### src/rtl/factorial_pkg.sv
// Shared definitions for the factorial engine, its requester and scoreboards:
// default widths, the requester FSM state type and the golden factorial model.
package factorial_pkg;

  localparam int unsigned DefInDataWd  = 3;
  localparam int unsigned DefOutDataWd = 16;

  typedef enum logic [2:0] {
    StIdle,
    StIssue,
    StWait,
    StCheck,
    StDone
  } state_e;

  // n! modulo 2^64; callers truncate to their own result width.
  function automatic logic [63:0] golden_fact(input int unsigned n);
    logic [63:0] f;
    f = 64'd1;
    for (int unsigned i = 2; i <= n; i++) begin
      f = f * 64'(i);
    end
    return f;
  endfunction

endpackage

### src/rtl/factorial_req_timer.sv
// Response-wait cycle counter: cleared outside WAIT, counts while enabled and
// flags expire once it reaches TIMEOUT_CYC-1.
module factorial_req_timer #(
  parameter int unsigned TIMEOUT_CYC = 64
) (
  input  logic clk,
  input  logic reset,
  input  logic clear,
  input  logic enable,
  output logic expire
);

  localparam int unsigned CntWd = (TIMEOUT_CYC > 1) ? $clog2(TIMEOUT_CYC) : 1;

  logic [CntWd-1:0] cnt_q, cnt_d;

  assign expire = (cnt_q == CntWd'(TIMEOUT_CYC - 1));

  always_comb begin
    cnt_d = cnt_q;
    if (clear) begin
      cnt_d = '0;
    end else if (enable && !expire) begin
      cnt_d = cnt_q + 1'b1;
    end
  end

  always_ff @(posedge clk) begin
    if (reset) begin
      cnt_q <= '0;
    end else begin
      cnt_q <= cnt_d;
    end
  end

endmodule

### src/rtl/factorial_requester.sv
// Self-test initiator for the factorial engine: sweeps every operand once,
// one request in flight, and scores each result against the golden table.
module factorial_requester
  import factorial_pkg::*;
#(
  parameter int unsigned IN_DATA_WD  = DefInDataWd,
  parameter int unsigned OUT_DATA_WD = DefOutDataWd,
  parameter int unsigned TIMEOUT_CYC = 64
) (
  input  logic                   clk,
  input  logic                   reset,
  input  logic                   start,
  output logic [IN_DATA_WD-1:0]  in_data,
  output logic                   in_valid,
  input  logic [OUT_DATA_WD-1:0] out_data,
  input  logic                   out_valid,
  input  logic                   out_busy,
  output logic                   busy,
  output logic                   done,
  output logic                   pass,
  output logic [IN_DATA_WD:0]    err_count,
  output logic [IN_DATA_WD-1:0]  first_err_op,
  output logic                   timeout_seen,
  output logic [3:0]             spurious_cnt
);

  localparam int unsigned NumOps = 2 ** IN_DATA_WD;
  localparam int unsigned OpWd   = IN_DATA_WD + 1;
  localparam logic [OpWd-1:0] LastOp = OpWd'(NumOps - 1);

  state_e state_q, state_d;

  logic [OpWd-1:0]        op_q, op_d;
  logic [OUT_DATA_WD-1:0] res_q, res_d;
  logic [IN_DATA_WD:0]    err_q, err_d;
  logic [IN_DATA_WD-1:0]  first_q, first_d;
  logic                   tmo_q, tmo_d;
  logic [3:0]             spur_q, spur_d;
  logic                   pass_q, pass_d;

  logic expire, timeout, mismatch, advance, is_last, start_ok;
  logic [OUT_DATA_WD-1:0] golden_tbl [NumOps];

  for (genvar g = 0; g < NumOps; g++) begin : g_golden
    assign golden_tbl[g] = OUT_DATA_WD'(golden_fact(g));
  end

  factorial_req_timer #(
    .TIMEOUT_CYC (TIMEOUT_CYC)
  ) u_timer (
    .clk    (clk),
    .reset  (reset),
    .clear  (state_q != StWait),
    .enable (state_q == StWait),
    .expire (expire)
  );

  assign is_last  = (op_q == LastOp);
  assign start_ok = start && ((state_q == StIdle) || (state_q == StDone));
  assign timeout  = (state_q == StWait) && !out_valid && expire;
  assign mismatch = (state_q == StCheck) && (res_q != golden_tbl[op_q[IN_DATA_WD-1:0]]);
  assign advance  = timeout || (state_q == StCheck);

  always_ff @(posedge clk) begin
    if (reset) begin
      state_q <= StIdle;
    end else begin
      state_q <= state_d;
    end
  end

  always_comb begin
    state_d = state_q;
    unique case (state_q)
      StIdle, StDone: if (start) state_d = StIssue;
      StIssue:        if (!out_busy) state_d = StWait;
      StWait: begin
        if (out_valid) begin
          state_d = StCheck;
        end else if (expire) begin
          state_d = is_last ? StDone : StIssue;
        end
      end
      StCheck:        state_d = is_last ? StDone : StIssue;
      default:        state_d = StIdle;
    endcase
  end

  always_comb begin
    in_valid = 1'b0;
    busy     = 1'b0;
    done     = 1'b0;
    unique case (state_q)
      StIssue: begin
        in_valid = !out_busy;
        busy     = 1'b1;
      end
      StWait, StCheck: busy = 1'b1;
      StDone:          done = 1'b1;
      default: ;
    endcase
  end

  always_comb begin
    op_d    = op_q;
    res_d   = res_q;
    err_d   = err_q;
    first_d = first_q;
    tmo_d   = tmo_q;
    spur_d  = spur_q;
    pass_d  = pass_q;
    if (state_q == StWait && out_valid) begin
      res_d = out_data;
    end
    if (out_valid && state_q != StWait && spur_q != 4'hf) begin
      spur_d = spur_q + 4'd1;
    end
    if (timeout || mismatch) begin
      err_d = (err_q == '1) ? err_q : err_q + 1'b1;
      if (err_q == '0) first_d = op_q[IN_DATA_WD-1:0];
      if (timeout) tmo_d = 1'b1;
    end
    if (advance) begin
      if (is_last) begin
        // Sampled on the way into DONE so the final operand's verdict is included.
        pass_d = (err_d == '0) && (spur_d == '0);
      end else begin
        op_d = op_q + 1'b1;
      end
    end
    if (start_ok) begin
      op_d    = '0;
      err_d   = '0;
      first_d = '0;
      tmo_d   = 1'b0;
      spur_d  = '0;
      pass_d  = 1'b0;
    end
  end

  always_ff @(posedge clk) begin
    if (reset) begin
      op_q    <= '0;
      res_q   <= '0;
      err_q   <= '0;
      first_q <= '0;
      tmo_q   <= 1'b0;
      spur_q  <= '0;
      pass_q  <= 1'b0;
    end else begin
      op_q    <= op_d;
      res_q   <= res_d;
      err_q   <= err_d;
      first_q <= first_d;
      tmo_q   <= tmo_d;
      spur_q  <= spur_d;
      pass_q  <= pass_d;
    end
  end

  assign in_data      = op_q[IN_DATA_WD-1:0];
  assign pass         = pass_q;
  assign err_count    = err_q;
  assign first_err_op = first_q;
  assign timeout_seen = tmo_q;
  assign spurious_cnt = spur_q;

endmodule

### config.mk
export PLATFORM = sky130hd
export DESIGN_NAME = factorial_requester
export DESIGN_NICKNAME = d
export VERILOG_FILES = /design/src/rtl/factorial_pkg.sv /design/src/rtl/factorial_req_timer.sv /design/src/rtl/factorial_requester.sv
export SDC_FILE = /design/constraint.sdc
export NUM_CORES = 1
export LEC_CHECK = 0
export ABC_AREA = 1
export CORE_MARGIN = 10
export CORE_UTILIZATION = 52
export CTS_CLUSTER_SIZE = 24
export DETAILED_ROUTE_END_ITERATION = 6
export PLACE_DENSITY = 0.8
export SLEW_MARGIN = 10
export SYNTH_ARGS = -nofsm -noshare
export SYNTH_HDL_FRONTEND = slang
export SYNTH_HIERARCHICAL = 1
export SYNTH_SLANG_ARGS = --single-unit
### constraint.sdc
create_clock -name clk -period 2.3 [get_ports clk]
set_input_delay 0.345 -clock clk [delete_from_list [all_inputs] [get_ports clk]]
set_output_delay 0.345 -clock clk [all_outputs]
set_load 0.01 [all_outputs]
======== Word level (Yosys, flattened, before mapping) ========
Memories as Yosys holds them, arrays and structs flattened.
Index checks and enable logic that the tools add are counted.
word-level totals
  register bits ........................... 42
  bits in read-only memories .............. 128
  bits of input ports ..................... 21
  output and inout bits ................... 19
  word-level logic and storage cells ...... 72
  memories kept ........................... 1
memories
  memory           words  width  read ports  clocked after Yosys merged registers in  wr ports  RTL line                   source
  (no name shown)  8      16     1           0                                        0         factorial_requester.sv:61  assign mismatch = (state_q == StCheck) && (res_q != golden_tbl[op_q[IN_DATA_WD-1:0]]);
operators by class
  $add $sub $neg .......................... 4
  magnitude comparators ................... 1
  equal/unequal tests ..................... 13
  muxes and demuxes ....................... 14
  bitwise gates (word level) .............. 2
  reductions and logical operators ........ 28
operators with widths
  kind                 number
  $mux 16              2
  $ne 16x16->1         1
  $mux 3               5
  $add 4x1->4 const B  3
  $logic_not 4->1      3
  $mux 4               3
  $pmux 3 s4           1
  $logic_and 1x1->1    9
  $reduce_and 2->1     4
  $add 6x1->6 const B  1
  $eq 3x2->1 const B   2
  $eq 6x6->1 const B   1
  $reduce_or 2->1      3
  $eq 4x3->1 const B   1
  $eq 4x4->1 const B   1
  $ge 4x4->1 const B   1
  $ne 2x2->1 const B   2
  $ne 4x4->1 const B   1
  $not 3->4            1
  $eq 3x1->1 const B   1
  $eq 3x3->1 const B   1
  $logic_not 1->1      3
  $logic_not 3->1      1
  $logic_or 1x1->1     3
  other kinds (6)      8

======== Logic depth before layout (Yosys ltp) ========
  depth in word-level cells ............... 10
  depth in mapped cells ................... 15
  gate-level depth less buffers ........... 15

======== Cells and area by module ========
The synthesis kept the hierarchy.
modules (own cells, without submodules)
  module               instances  cells an instance  area each (µm²)  sequential area each (µm²)
  factorial_requester  1          279                1,913.1          720.7
  factorial_req_timer  1          49                 339.1            120.1

======== Worst setup path before layout ========
Ideal clock, no wire load.
  kind .................................... register to register
  from .................................... reg op_q[1]
  to ...................................... reg pass_q, in the netlist pass
  setup time .............................. 0.119 ns
  arrival time ............................ 1.676 ns
  data required time ...................... 2.181 ns
  setup slack ............................. 0.504 ns
  cell stages (with the launch flop) ...... 16
  buffers on the path ..................... 0
  period minus slack after synthesis ...... 1.796 ns
  cell sequence ........................... dfxtp_1 > ha_1 > ha_1 > nand2_1 > inv_1 > nor2_1 > nor2_1 > nand2_1 > nor2_2 > nand3_2 > nand2_2 > nand2_1 > o21ai_0 > inv_1 > nand3_1 > a21oi_2
between the ends
  cells in the longest elaborated chain, start to end .. 10
  elaborated cells between the ends (all ways) .. 12
  classes of those cells .................. 2 x eq/ne; 3 x mux; 1 x bitwise; 5 x reduce/logical; 1 x memory
RTL lines
  what                                        RTL line                    source
  start, declared                             factorial_requester.sv:33   logic [OpWd-1:0] op_q, op_d;
  start signal, assigned                      factorial_requester.sv:151  op_q <= op_d;
  $not 3->4 (implied by the code)             factorial_requester.sv:61
  $mem_v2 8x16                                --
  $mux 16 (implied by the code) (2 in a row)  factorial_requester.sv:61
  $ne 16x16->1                                factorial_requester.sv:61
  $logic_and 1x1->1                           factorial_requester.sv:61
  $logic_or 1x1->1                            factorial_requester.sv:118  if (timeout || mismatch) begin
  $mux 4                                      factorial_requester.sv:118
  $logic_not 4->1                             factorial_requester.sv:126  pass_d = (err_d == '0) && (spur_d == '0);
  $logic_and 1x1->1                           factorial_requester.sv:126
  end signal, assigned                        factorial_requester.sv:157  pass_q <= pass_d;
  end, declared                               factorial_requester.sv:39   logic pass_q, pass_d;
Parallel ways exist; a longest one is shown, timed or not. The select of a mux whose other input is x is not followed.
A chain may end at the register's enable or synchronous reset.

======== Worst setup path in the final report ========
  from .................................... reg state_q[0]
  to ...................................... out in_valid
between the ends
  cells in the longest elaborated chain, start to end .. 2
RTL lines
  what                    RTL line                   source
  start, declared         factorial_requester.sv:31  state_e state_q, state_d;
  start signal, assigned  factorial_requester.sv:66  state_q <= StIdle;
  start signal, assigned  factorial_requester.sv:68  state_q <= state_d;
  $eq 3x1->1              factorial_requester.sv:93  unique case (state_q)
  $mux 1                  factorial_requester.sv:93
  end, declared           factorial_requester.sv:14  output logic in_valid,
No other way between the ends.

==> run metrics <==
outcome completed; period utilisation layout ~93%; share of layout cells above drive strength 1 between 10% and 20%; # port buffers 39; worst setup path startpoint state_q[0]$_SDFFE_PP0P_; final setup vio count 0; Slew @ Worst Pin between 0.6 and 0.7 ns; synth warn 6; H-tree depth 2; Rows 23; drt first-iter violations a little under 80; Post-Syn Area 2250 um2; Power Total 1.67 mW; clk_skew slightly below 0.004 ns; crit path max fanout 4; Cells after Synth between 300 and 400; wire per inst 11.5 um; Detailed Routing Iterations Pass 1 4; global-route wire length before repair 8.42 mm; syn_nets around 360; die width approximately 86 um; R2R setup slack ~0.34 ns; FF-to-FF Start op_q[0]$_SDFFE_PP0P_; MaxCap Viol Count 0; RR Endpoint pass$_SDFFE_PP0P_; Sum Neg Setup Slack 0 ns; Area growth syn-to-layout 22.9%; hold path cells 2; Nets just under 400; Hold/Removal Path Class register to register; Startpoint Class register; # clock sinks 42; sequential share of the synthesized area 37.3%; register bit total from synthesis 42; IO Pins 40; detailed-route via count approximately 2100; initial antenna violation count 0; Max Buffers Root-to-Sink 2; Crit path arrival time roughly 1.8 ns; initial core utilization between 50% and 60%; Vias/cell 4.89; Hold Vio Cnt, Final 0; CP required between 1.5 and 2 ns; Distinct cells, synth 34; clock root buffer clkbuf_8; worst skew pair latency between 0.2 and 0.3 ns; drt drc 0; total track usage between 10% and 20%; largest net degree at the start of global routing 24; TritonCTS clock tree done; clk slew on worst S/H paths 0.07 ns; Die H ~86 um; DRT antenna net count 0; Final HPWL DP around 3.8 mm; post-synthesis average cell area slightly below 7 um2; relative slew slack ~60%; Power Density approximately 600 nW/um2; critical path endpoint in_valid; routed wire length roughly 4.8 mm; CTS buffer count 5; gr ovfl total 0; max-slew violations 0; RSZ-0062 raised after global routing false; # Post-CTS Setup Buffers 0; element type at the critical path end output port; critical path class register to output port; Die ar. ~7400 um2; Reg2Reg Depth 14; Static Leak approximately 1.1 nW; fmax ~470 MHz; VDD IR-drop max 0.415 mV; Final Critical Period ~2.1 ns; Fillers about 370; Core Area about 4000 um2; GP Congestion 0.864; vias in the first global route between 1500 and 2000; worst hold slack 0.445 ns; n_diodes 0
[per-stage QoR]
stage          utilization, %  cells  instance area, um2  worst slack, ns
6_report                 67.7    420                2770            0.166
5_1_grt                  67.7    420                2770           0.0441
4_1_cts                  67.7    420                2770            0.141
3_5_place_dp             65.8    413                2690            0.268
3_3_place_gp             65.8    413                2690            0.290
2_1_floorplan               -    328                2250            0.504
[state kept, by name, indices dropped and copies added, names as in the netlist]
register	cells
state_q	3
spurious_cnt	4
pass	1
first_err_op	3
u_timer/cnt_q	6
op_q	4
res_q	16
err_count	4
timeout_seen	1
[critical path, cell delays in order, from the launching register on]
cell and delay [ns]:
dfxtp_1 0.42, inv_1 0.09, nor3_1 0.28, inv_1 0.07
nor2_1 0.09, clkdlybuf4s50_1 0.54
[layout by cell type (no fill, tap or decap), types with 2 or more instances in the layout]
cell type,Yosys,layout
nor2_4,3,3
inv_2,4,4
buf_4,3,5
nand2_2,9,9
ha_1,7,7
nor2_2,2,2
nand3_1,16,16
o21ai_0,14,14
clkdlybuf4s50_1,0,39
nor2_1,46,46
nand4_1,4,4
a211oi_1,6,6
dfxtp_1,42,41
clkbuf_8,0,5
a21oi_1,26,26
nand2_1,79,79
inv_1,37,37
xor2_1,4,4
clkbuf_1,5,2
a21oi_2,2,2
nand3_2,4,4
[per-layer routing]
layer  wire [um]  up-vias  global-route usage, %
met3         280        7                   5.01
met4          60        0                   4.79
met5           0        -                      0
met1        2290      881                   15.4
met2        2210       43                   22.8
li1            -     1124                      -
[worst min-delay path by stage]
stage	endpoint	slack, ns	from
6_report	first_err_op[0]$_SDFFE_PP0P_	0.44	first_err_op[0]$_SDFFE_PP0P_
5_1_grt	first_err_op[0]$_SDFFE_PP0P_	0.47	first_err_op[0]$_SDFFE_PP0P_
4_1_cts	first_err_op[0]$_SDFFE_PP0P_	0.45	first_err_op[0]$_SDFFE_PP0P_
3_5_place_dp	first_err_op[0]$_SDFFE_PP0P_	0.44	first_err_op[0]$_SDFFE_PP0P_
3_3_place_gp	first_err_op[1]$_SDFFE_PP0P_	0.43	first_err_op[1]$_SDFFE_PP0P_
2_1_floorplan	res_q[15]$_SDFFE_PP0P_	0.44	res_q[15]$_SDFFE_PP0P_
[cells in the mapped netlist]
cell type	count	area share, %
nand3b_1	1	0.33
or2_0	1	0.28
nor3_2	1	0.44
inv_1	37	6.2
dfxtp_1	42	37
nor3_1	1	0.22
a21oi_1	26	5.8
a211oi_1	6	2.0
nand3_2	4	1.8
nand2_4	1	0.50
nor2_2	2	0.56
xnor2_1	1	0.39
clkbuf_1	5	0.83
a31oi_1	1	0.28
o211ai_1	1	0.33
a21oi_2	2	0.78
or2_1	1	0.28
and2_1	1	0.28
nor2_1	46	7.7
nand2_1	79	13
xor2_1	4	1.6
clkinv_1	1	0.17
nand3_1	16	3.6
buf_6	1	0.50
ha_1	7	3.9
nor2_4	3	1.5
o21ai_0	14	3.1
buf_4	3	1.0
nand2_2	9	2.5
a21boi_2	1	0.50
nand4_1	4	1.1
o21ai_1	1	0.22
o21a_1	1	0.33
inv_2	4	0.67
[power breakdown]
part / leakage, nW / internal, mW / switching, mW
clock network: 0.0383 / 0.209 / 0.236
registers: 0.340 / 0.770 / 0.0386
logic: 0.733 / 0.174 / 0.241
total: 1.11 / 1.15 / 0.515
[cells by family (layout without fill, tap and decap cells)]
kind of cell | after synthesis | after routing | share of synthesized area, %
adder cells (fa/ha/maj) | 7 | 7 | 3.89
AND/OR/NAND/NOR | 170 | 170 | 34.2
buffers and inverters | 51 | 93 | 9.33
flip-flops | 42 | 42 | 37.3
XOR/XNOR | 5 | 5 | 1.94
AO/OA/AOI/OAI | 53 | 53 | 13.3
[final cells by class]
class,count,area (um2),share of cell area (%)
Clock buffer,7,76.3,2.76
Inverter,42,158,5.70
Multi-Input combinational cell,235,1200,43.4
Sequential cell,42,842,30.4
Tap cell,50,62.6,2.26
Timing Repair Buffer,44,428,15.5
[repair_timing]
item,CTS,global route
hold buffers,0,0
setup endpoints to repair,0,1
gates resized for setup,0,1
No activity file was read; power rests on OpenSTA's default activity.
